--- src/rtl/cpu_multicycle_control.sv ---
// ---------------------------------------------------------------------------
// cpu_multicycle_control
// Multi-cycle LEGv8 control unit. Walks each instruction through
// FETCH/DECODE/EXEC/MEM/WB, waits on a memory ready handshake with a stall
// timeout, resolves CBZ/B branches, and parks in sticky HALTED/ERROR states.
// It also counts retired instructions, saturating at all-ones.
//
// Ports
//   clk, rst_n                    clock, async active-low reset
//   inst31_21                     opcode field, sampled in FETCH when mem_ready=1
//   zero                          ALU zero flag, used by CBZ in EXEC
//   mem_ready                     memory access completes this cycle
//   Reg2Loc .. PCWrite            datapath mux selects and write strobes
//   halted, err                   sticky status flags
//   state                         current state encoding (debug)
//   retire_cnt                    saturating retired-instruction count
// ---------------------------------------------------------------------------
module cpu_multicycle_control #(
   parameter int MEM_TIMEOUT = 15,
   parameter int RETIRE_W    = 16
) (
   input  logic                clk,
   input  logic                rst_n,
   input  logic [10:0]         inst31_21,
   input  logic                zero,
   input  logic                mem_ready,
   output logic                Reg2Loc,
   output logic                Branch,
   output logic                MemRead,
   output logic                MemtoReg,
   output logic [1:0]          ALUOp,
   output logic                MemWrite,
   output logic                ALUSrc,
   output logic                RegWrite,
   output logic                IRWrite,
   output logic                PCWrite,
   output logic                halted,
   output logic                err,
   output logic [2:0]          state,
   output logic [RETIRE_W-1:0] retire_cnt
);

   localparam int TO_W = $clog2(MEM_TIMEOUT + 1);

   typedef enum logic [2:0] {
      S_IDLE   = 3'd0,
      S_FETCH  = 3'd1,
      S_DECODE = 3'd2,
      S_EXEC   = 3'd3,
      S_MEM    = 3'd4,
      S_WB     = 3'd5,
      S_HALTED = 3'd6,
      S_ERROR  = 3'd7
   } state_t;

   typedef enum logic [2:0] {
      C_ILL   = 3'd0,
      C_LDUR  = 3'd1,
      C_STUR  = 3'd2,
      C_RTYPE = 3'd3,
      C_CBZ   = 3'd4,
      C_B     = 3'd5,
      C_HALT  = 3'd6
   } cls_t;

   // Instruction class of an 11-bit opcode; anything unlisted is illegal.
   function automatic cls_t classify(input logic [10:0] op);
      cls_t c;
      casez (op)
         11'b11111000010: c = C_LDUR;
         11'b11111000000: c = C_STUR;
         11'b10001011000: c = C_RTYPE;   // ADD
         11'b11001011000: c = C_RTYPE;   // SUB
         11'b10001010000: c = C_RTYPE;   // AND
         11'b10101010000: c = C_RTYPE;   // ORR
         11'b10110100???: c = C_CBZ;
         11'b000101?????: c = C_B;
         11'b11111111111: c = C_HALT;
         default:         c = C_ILL;
      endcase
      return c;
   endfunction

   state_t                state_r;
   state_t                state_s;
   logic [10:0]           opcode_r;
   logic [TO_W-1:0]       to_cnt_r;
   logic [RETIRE_W-1:0]   retire_r;
   cls_t                  cls_s;
   logic                  to_hit_s;
   logic                  retire_s;
   logic                  waiting_s;

   assign cls_s     = classify(opcode_r);
   assign to_hit_s  = (to_cnt_r == TO_W'(MEM_TIMEOUT));
   assign waiting_s = ((state_r == S_FETCH) || (state_r == S_MEM)) && !mem_ready;

   // Next-state selection.
   always_comb begin
      state_s = state_r;
      case (state_r)
         S_IDLE: state_s = S_FETCH;
         S_FETCH: begin
            if (mem_ready)     state_s = S_DECODE;
            else if (to_hit_s) state_s = S_ERROR;
            else               state_s = S_FETCH;
         end
         S_DECODE: begin
            if (cls_s == C_HALT)     state_s = S_HALTED;
            else if (cls_s == C_ILL) state_s = S_ERROR;
            else                     state_s = S_EXEC;
         end
         S_EXEC: begin
            case (cls_s)
               C_RTYPE:      state_s = S_WB;
               C_LDUR:       state_s = S_MEM;
               C_STUR:       state_s = S_MEM;
               C_CBZ:        state_s = S_FETCH;
               C_B:          state_s = S_FETCH;
               default:      state_s = S_ERROR;
            endcase
         end
         S_MEM: begin
            if (mem_ready)     state_s = (cls_s == C_LDUR) ? S_WB : S_FETCH;
            else if (to_hit_s) state_s = S_ERROR;
            else               state_s = S_MEM;
         end
         S_WB:     state_s = S_FETCH;
         S_HALTED: state_s = S_HALTED;
         S_ERROR:  state_s = S_ERROR;
         default:  state_s = S_ERROR;
      endcase
   end

   // An instruction retires when control returns to FETCH after EXEC/MEM/WB,
   // and HALT retires on its way into HALTED.
   always_comb begin
      if ((state_s == S_FETCH) &&
          ((state_r == S_EXEC) || (state_r == S_MEM) || (state_r == S_WB))) begin
         retire_s = 1'b1;
      end else if ((state_s == S_HALTED) && (state_r == S_DECODE)) begin
         retire_s = 1'b1;
      end else begin
         retire_s = 1'b0;
      end
   end

   // State, latched opcode, stall counter and retire counter.
   always_ff @(posedge clk or negedge rst_n) begin
      if (!rst_n) begin
         state_r  <= S_IDLE;
         opcode_r <= 11'd0;
         to_cnt_r <= '0;
         retire_r <= '0;
      end else begin
         state_r <= state_s;
         if ((state_r == S_FETCH) && mem_ready) begin
            opcode_r <= inst31_21;
         end
         // Counts consecutive stalled cycles; any state change restarts it.
         if (waiting_s && (state_s == state_r)) begin
            to_cnt_r <= to_cnt_r + TO_W'(1);
         end else begin
            to_cnt_r <= '0;
         end
         if (retire_s && (retire_r != {RETIRE_W{1'b1}})) begin
            retire_r <= retire_r + RETIRE_W'(1);
         end
      end
   end

   // Control outputs from current state and latched opcode; IRWrite/PCWrite in
   // FETCH follow mem_ready and PCWrite in EXEC follows zero for CBZ, since
   // those strobes must land in the same cycle as the event they qualify.
   always_comb begin
      Reg2Loc  = 1'b0;
      Branch   = 1'b0;
      MemRead  = 1'b0;
      MemtoReg = 1'b0;
      ALUOp    = 2'b00;
      MemWrite = 1'b0;
      ALUSrc   = 1'b0;
      RegWrite = 1'b0;
      IRWrite  = 1'b0;
      PCWrite  = 1'b0;
      halted   = 1'b0;
      err      = 1'b0;
      case (state_r)
         S_FETCH: begin
            MemRead = 1'b1;
            IRWrite = mem_ready;
            PCWrite = mem_ready;
         end
         S_DECODE: begin
            Reg2Loc = (cls_s == C_STUR) || (cls_s == C_CBZ);
         end
         S_EXEC: begin
            case (cls_s)
               C_RTYPE: ALUOp = 2'b10;
               C_LDUR:  ALUSrc = 1'b1;
               C_STUR:  ALUSrc = 1'b1;
               C_CBZ: begin
                  Reg2Loc = 1'b1;
                  ALUOp   = 2'b01;
                  Branch  = 1'b1;
                  PCWrite = zero;
               end
               C_B: begin
                  Branch  = 1'b1;
                  PCWrite = 1'b1;
               end
               default: ALUOp = 2'b00;
            endcase
         end
         S_MEM: begin
            if (cls_s == C_LDUR) begin
               MemRead = 1'b1;
               ALUSrc  = 1'b1;
            end else begin
               MemWrite = 1'b1;
               Reg2Loc  = 1'b1;
               ALUSrc   = 1'b1;
            end
         end
         S_WB: begin
            RegWrite = 1'b1;
            MemtoReg = (cls_s == C_LDUR);
         end
         S_HALTED: halted = 1'b1;
         S_ERROR:  err    = 1'b1;
         default:  err    = 1'b0;
      endcase
   end

   assign state      = state_r;
   assign retire_cnt = retire_r;

endmodule

--- config.mk ---
export PLATFORM = sky130hd
export DESIGN_NAME = cpu_multicycle_control
export DESIGN_NICKNAME = d
export VERILOG_FILES = /design/src/rtl/cpu_multicycle_control.sv
export SDC_FILE = /design/constraint.sdc
export NUM_CORES = 1
export LEC_CHECK = 0
export BUFFER_PORTS_ARGS = -buffer_cell sky130_fd_sc_hd__buf_2
export CORE_MARGIN = 2
export CORE_UTILIZATION = 57
export DETAILED_ROUTE_END_ITERATION = 12
export PLACE_DENSITY = 0.95
export SLEW_MARGIN = 5
export SYNTH_ARGS = -nofsm -noshare
export SYNTH_HDL_FRONTEND = slang
export SYNTH_SLANG_ARGS = --single-unit
--- constraint.sdc ---
create_clock -name clk -period 4 [get_ports clk]
set_input_delay 0.8 -clock clk [delete_from_list [all_inputs] [get_ports clk]]
set_output_delay 0.8 -clock clk [all_outputs]
set_load 0.01 [all_outputs]
==> results of run 1 <==
## synthesized netlist by cell type (all sizes together)
library cell,instances
o22a,1
and2,5
o41a,1
xor2,13
o21bai,2
nand4b,1
a21oi,3
and4,1
and3,10
nand4,3
and4bb,1
nor2,20
nor4,1
nor2b,2
nand2b,3
xnor2,2
a22oi,1
a222oi,1
nor4b,1
o21ai,4
nand3b,1
nand4bb,1
inv,6
a31oi,1
o22ai,2
a211o,1
a21o,2
or3,1
nor3b,3
clkbuf,3
o221ai,1
nor3,5
and3b,2
o311a,1
dfrtp,34
nand3,7
a211oi,2
buf,3
mux2i,2
mux2,12
nand2,14
ha,2
or2,2
## worst max-delay path, delay by kind of cell, from the launching register on
family / cells / cell delay [ns]
and+or+nand+nor: 2 / 0.56
buffers and inverters: 1 / 0.12
DFF: 1 / 0.44
AOI/OAI and AO/OA: 3 / 0.60
## per-stage QoR
stage                     cells  power (mW)  area, um2
final                       278      0.5807       2188
after CTS                   278      0.5871       2188
after floorplan             184      0.3720       1859
after detailed placement    270      0.3895       2128
after global placement      270      0.3880       2128
after global routing        278      0.6071       2188
## state kept, by name (all words and copies together), names as in the netlist
name / flops
to_cnt_r: 4
opcode_r: 11
retire_cnt: 16
state: 3
## routing by layer
layer	vias up	routed length [um]	GRT usage (%)
li1	752	-	-
met1	737	1651	28.35
met2	78	1729	36.02
met3	9	297	6.723
met4	0	59	9.317
met5	-	0	0
## worst min-delay path by stage
stage                     to  slack [ns]  cells past startpoint
2_1_floorplan    to_cnt_r[0]        0.43                      1
3_3_place_gp     to_cnt_r[0]        0.45                      1
3_5_place_dp   retire_cnt[9]        0.47                      1
4_1_cts          to_cnt_r[0]        0.49                      1
5_1_grt          to_cnt_r[0]        0.50                      1
6_report         to_cnt_r[0]        0.48                      1
## layout make-up
class | instances | area, um2
Inverter | 6 | 22.52
Clock inverter | 1 | 5.005
Timing Repair Buffer | 48 | 245.2
Multi-Input combinational cell | 138 | 954.7
Sequential cell | 34 | 850.8
Tap cell | 44 | 55.05
Clock buffer | 7 | 55.05
Fill cell | 248 | 889.6
## cells by family (layout without fill, tap and decap cells)
family | count (synthesis) | in the layout
xor gates and xnor gates | 15 | 15
DFF | 34 | 34
adders and majority gates | 2 | 2
buffers and inverters | 12 | 62
and+or+nand+nor | 84 | 84
muxes | 14 | 14
AOI/OAI and AO/OA | 23 | 23
## report_power, final
part / switching, mW / internal, mW / leakage (nW) / total, mW
sequential: 0.00706 / 0.349 / 0.442 / 0.356
combinational: 0.0136 / 0.0125 / 0.701 / 0.0261
clock: 0.113 / 0.0851 / 0.0353 / 0.198
==> reports/qor.csv, run 1 <==
stage,metric,value,unit
finish,final_core_util,71.10,%
global_routing,grt_pass1_wl,6154,um
global_routing,grt-ovfl-total,0,
global_routing,grt_pass1_vias,1432,
min_path,holdCritStartpoint,to_cnt_r[0],
drt,vias_per_cell,5.669,
worst_setup_path,worst_r2r_endpoint,retire_cnt[1],
finish,nNetsFinal,250,
sta,fmax,0.3509,GHz
worst_setup_path,end_kind,output port,
status,outcome,"complete, no violations",
yosys,synth-simple-area-share,25.77,%
yosys,synthCells,184,
drt,postRouteAntennaNets,0,
sta,final.setup.worst_slack,1.150,ns
floorplan,die_y,61.12,um
drt,drt_iter0_drc,103,
global_routing,antenna_found_initial,0,
finish,num_antenna_cells,0,
floorplan,initial_utilization,60.41,%
floorplan,ios,47,
yosys,ys_warn_count,0,
worst_setup_path,cpPeakStageDelay,0.44,ns
yosys,synthXorXnorAreaFrac,7.066,%
worst_setup_path,cp-start-kind,flip-flop,
worst_setup_path,worstPathRequired,3.20,ns
floorplan,core.rowCount,20,
yosys,yosys.area_share.adder,1.346,%
sta,finalCritPeriodShare,71.25,%
worst_setup_path,ff2ff_path_depth,7,
finish,layout_common_cells,"buf_2, dfrtp_1, nor2_1",
global_routing,grt_usage,22.41,%
cts,cts_hold_buf,0,
cts,clkTransAtPathRegs,0.10,ns
floorplan,fp.dieW,61.12,um
drt,wire_per_inst,13.44,um
drt,vias,1576,
power,leakage,1.179,nW
worst_setup_path,r2r_slack,1.69,ns
yosys,synth_top_family_by_area,simple AND/OR/NAND/NOR gates,
placement,portBuffers,46,
yosys,synth_nets,201,
sta,setup-violations-final,0,
cts,cts_root_buffer,clkbuf_4,
yosys,syn_area_per_cell,10.10,um2
yosys,synth_top_area_share,45.76,%
power,powerDensity,265.4,nW/um2
yosys,synth-seq-cells,34,
cts,clockBufferDepth,2,
finish,syn_to_final_growth,17.70,%
worst_setup_path,critPathCapture,Reg2Loc,
sta,min_period,2.850,ns
cts,cts_htree_levels,2,
placement,finalWeightedCongestion,0.9160,
finish,layout_commonest_cell,buf_2,
yosys,muxShareOfSynthArea,8.345,%
worst_setup_path,cp_cell_sequence,nor4b_4 -> nand4_1 -> o22a_1 -> o21ai_0 -> a21o_1 -> buf_2,
floorplan,core,3078,um2
drt,first_pass_iters,4,
cts,cts_tree,built,
global_routing,grt_max_degree,35,
sta,slew_viol_final,0,
drt,routed_wl,3737,um
finish,drive_gt1_share,30.34,%
cts,clock-sinks,34,
yosys,yosysSeqAreaShare,45.76,%
worst_setup_path,critPathSlowestCell,dfrtp_1,
sta,worst_pin_slew,0.7257,ns
placement,place_ws,1.562,ns
yosys,yosysUniqueCellTypes,50,
sta,worst_hold_slack,0.4848,ns
cts,insertion_delay,0.34,ns
worst_setup_path,timing.rr.start,opcode_r[8],
yosys,synthesis.area,1859,um2
sta,fin_skew,0.009799,ns
floorplan,die_area,3735,um2
cts,cts_buffers,5,
yosys,post-synth-top-area-cell,dfrtp_1,
worst_setup_path,critPathLaunch,opcode_r[5],
sta,hold_viol_final,0,
job,drv.max_cap_violation_count,0,
cts,cts_resized,0,
placement,hpwl,2805,um
power,vdd_drop_max,187.6,uV
sta,slew_headroom,51.62,%
sta,rsz0062_at_grt,no,
sta,fin_tns_setup,0,ns
worst_setup_path,cp.arrival,2.05,ns
worst_setup_path,worst-path-max-fanout,5,
yosys,synth-compound-area-share,8.816,%
min_path,hp-class,reg -> reg,
cts,post_cts_buffers,0,
worst_setup_path,path_class,reg -> out,
drt,drc_errors,0,
yosys,yosys-top-cells-area,"dfrtp_1, mux2_2, xor2_1",
(Power assumes the default switching activity.)
==> run 2, diff against run 1 <==
- ABC_AREA: not set -> 1
- CORE_UTILIZATION: 57 -> 49
- PLACE_DENSITY: 0.95 -> 0.88
- clock period: 4 -> 2.4 ns (I/O delays scaled with it)
==> run 2 against run 1 <==
Compared with the run above: non-clock buffer count down 1; wire length is 31% higher; highest routed layer unchanged; via count rose by 31%; sequential cell count is the same; largest power group is now combinational cells; clock power rose by 120%.
==> reports/qor.csv, run 2 <==
stage,metric,value,unit,change
floorplan,die_area,5125,um2,was 3735 um2
global_routing,antenna_found_initial,0,,unchanged
yosys,synth_common_cells,"nand2_1, nand3_1, nor2_1, dfrtp_1, inv_1",,"was dfrtp_1, nor2_1, nand2_1, xor2_1, mux2_2"
global_routing,grt_usage,20.02,%,was 22.41%
power,internal_power,1.411,mW,was 0.4467 mW
sta,finalCritPeriodShare,93.38,%,
power,power_frac_comb,49.4,%,was 4.5%
drt,wire_per_inst,12.11,um,was 13.44 um
placement,finalWeightedCongestion,0.8790,,was 0.9160
sta,fmax,0.4462,GHz,
worst_setup_path,timing.rr.start,retire_cnt[1],,was opcode_r[8]
finish,layout_commonest_cell,nand2_1,,was buf_2
sta,final.setup.worst_slack,0.1589,ns,was 1.150 ns
finish,layout_common_cells,"nand2_1, buf_2, nand3_1",,"was buf_2, dfrtp_1, nor2_1"
job,drv.max_cap_violation_count,0,,unchanged
sta,fin_skew,0.01138,ns,was 0.009799 ns
power,p_seq_share,34.1,%,was 61.3%
yosys,synth_flop_cell,dfrtp_1,,unchanged
yosys,synth-seq-cells,34,,unchanged
drt,vias_per_cell,5.097,,was 5.669
yosys,synth-edff-count,0,,unchanged
yosys,yosysUniqueCellTypes,32,,was 50
cts,cts_buffers,5,,unchanged
yosys,ys_warn_count,0,,unchanged
cts,cts_tree,built,,unchanged
power,leakage,1.394,nW,was 1.179 nW
drt,routed_wl,4891,um,was 3737 um
yosys,synthCells,303,,was 184
floorplan,fp.dieW,71.59,um,was 61.12 um
worst_setup_path,worst_r2r_endpoint,retire_cnt[3],,was retire_cnt[1]
drt,vias,2059,,was 1576
global_routing,grt_max_degree,35,,unchanged
power,switching_share,47.59,%,was 23.07%
sta,min_period,2.241,ns,
finish,syn_to_final_growth,16.15,%,was 17.70%
worst_setup_path,path_class,reg -> out,,unchanged
finish,num_antenna_cells,0,,unchanged
power,power_switching,1.281,mW,was 0.1340 mW
worst_setup_path,worst-path-max-fanout,5,,unchanged
global_routing,grt-ovfl-total,0,,unchanged
sta,slew_headroom,51.17,%,was 51.62%
worst_setup_path,ff2ff_path_depth,9,,was 7
power,powerDensity,1035,nW/um2,was 265.4 nW/um2
yosys,postSynth.asyncResetShare,100.0,%,unchanged
floorplan,core,4384,um2,was 3078 um2
drt,drt_iter0_drc,108,,was 103
finish,drive_gt1_share,29.55,%,was 30.34%
cts,cts_hold_buf,0,,unchanged
worst_setup_path,cp.arrival,1.76,ns,was 2.05 ns
min_path,hp-class,in -> async,,was reg -> reg
drt,drc_errors,0,,unchanged
power,vdd_drop_max,521.2,uV,was 187.6 uV
placement,portBuffers,46,,unchanged
floorplan,die_y,71.59,um,was 61.12 um
power,power.total,2.691,mW,was 0.5807 mW
yosys,synth_most_common_cell,nand2_1,,was dfrtp_1
finish,largest_register_ffs,16,,unchanged
cts,cts_htree_levels,2,,unchanged
yosys,synthesis.area,2238,um2,was 1859 um2
status,outcome,"complete, no violations",,unchanged
cts,clock-sinks,34,,unchanged
sta,setup-violations-final,0,,unchanged
floorplan,initial_utilization,51.06,%,was 60.41%
sta,worst_pin_slew,0.7325,ns,was 0.7257 ns
global_routing,grt_pass1_wl,8162,um,was 6154 um
finish,nNetsFinal,368,,was 250
worst_setup_path,cp-start-kind,flip-flop,,unchanged
worst_setup_path,worstPathRequired,1.92,ns,was 3.20 ns
cts,insertion_delay,0.29,ns,was 0.34 ns
cts,clockBufferDepth,2,,unchanged
yosys,synth_top_area_share,38.01,%,was 45.76%
power,clkPwrFrac,16.5,%,was 34.2%
floorplan,ios,47,,unchanged
yosys,synth_nets,320,,was 201
placement,hpwl,3640,um,was 2805 um
sta,slew_viol_final,0,,unchanged
yosys,yosysSeqAreaShare,38.01,%,was 45.76%
cts,clkTransAtPathRegs,0.08,ns,was 0.10 ns
floorplan,core.rowCount,24,,was 20
drt,first_pass_iters,4,,unchanged
yosys,yosys-top-cells-area,"dfrtp_1, nand2_1, nand3_1",,"was dfrtp_1, mux2_2, xor2_1"
yosys,syn_area_per_cell,7.387,um2,was 10.10 um2
placement,place_ws,0.3292,ns,was 1.562 ns
sta,hold_viol_final,0,,unchanged
global_routing,grt_pass1_vias,1937,,was 1432
cts,cts_root_buffer,clkbuf_8,,was clkbuf_4
worst_setup_path,r2r_slack,0.27,ns,was 1.69 ns
worst_setup_path,end_kind,output port,,unchanged
yosys,post-synth-top-area-cell,dfrtp_1,,unchanged
drt,postRouteAntennaNets,0,,unchanged
run 2: cell count changes after synthesis, moves of 7 or more:
| cell | before | now |
|---|---|---|
| o21ai_0 | 4 | 13 |
| nand2_2 | 0 | 24 |
| inv_2 | 0 | 7 |
| nor2_1 | 19 | 36 |
| and3_1 | 10 | 0 |
| mux2_2 | 11 | 0 |
| nand3_1 | 7 | 40 |
| inv_1 | 6 | 31 |
| nand2_1 | 14 | 68 |
run 2: how the worst max path moves through the flow:
stage / to / from / depth (start not counted) / slack (ns)
2_1_floorplan: Reg2Loc / state[2] / 6 / 0.21
3_3_place_gp: Reg2Loc / state[2] / 6 / 0.38
3_5_place_dp: retire_cnt[13] / retire_cnt[0] / 9 / 0.33
4_1_cts: Reg2Loc / state[2] / 6 / 0.05
5_1_grt: Reg2Loc / opcode_r[6] / 8 / -0.009
6_report: Reg2Loc / opcode_r[5] / 8 / 0.16
run 2: kinds of logic (layout without fill, tap and decap cells):
logic type,after synthesis,count (layout),synth area share [%]
DFF,34,34,38.01
AOI/OAI and AO/OA,19,19,4.696
and+or+nand+nor,189,189,41.76
adders and majority gates,2,2,1.118
buffers and inverters,44,93,8.552
xor gates and xnor gates,15,15,5.869
run 2: cell type report:
class | count | area, um2
timing repair buffer | 47 | 237.7
clock inverter | 2 | 12.51
sequential | 34 | 854.6
fill | 412 | 1784
multi-input combinational | 225 | 1205
inverter | 38 | 142.6
tap | 52 | 65.06
clock buffer | 6 | 82.58
run 2: timing repair:
action                                  4_1_cts  5_1_grt
buffers inserted                              0        0
endpoints found under the setup margin        0        2
gates resized for setup                       0        8
run 2: layer usage:
metal  vias up  GRT usage [%]  share of wire [%]
met4         0          7.966                1.4
met3         8          5.485                5.4
met2        64          34.16                 48
met5         -              0                  0
li1       1053              -                  -
met1       934          23.93                 45
run 2: stage by stage:
| step | instance area (um2) | setup TNS (ns) | utilization (%) | instances | hold WS (ns) |
|---|---|---|---|---|---|
| floorplan | 2238 | 0 | - | 303 | 0.1844 |
| global placement | 2492 | 0 | 56.85 | 396 | 0.4464 |
| detailed placement | 2492 | 0 | 56.85 | 396 | 0.4688 |
| CTS | 2587 | 0 | 59.02 | 404 | 0.2682 |
| global route | 2600 | -0.009115 | 59.30 | 404 | 0.2984 |
| finish | 2600 | 0 | 59.30 | 404 | 0.2397 |
run 2: power by group through the flow:
stage               logic, mW  clock network (mW)  registers (mW)
finish                   1.33               0.444           0.918
global route             1.50               0.489           0.945
CTS                      1.32               0.460           0.908
detailed placement       1.32                   0           0.919
global placement         1.27                   0           0.913
floorplan                1.09                   0           0.901
run 2: critical path, cell delays in order (launching register included):
cell      delay, ns
dfrtp_1        0.39
inv_1          0.09
nand2_1        0.09
nor2_4         0.15
nand3_2        0.15
nand3_1        0.15
a21boi_2       0.07
a211o_1        0.23
buf_2          0.14
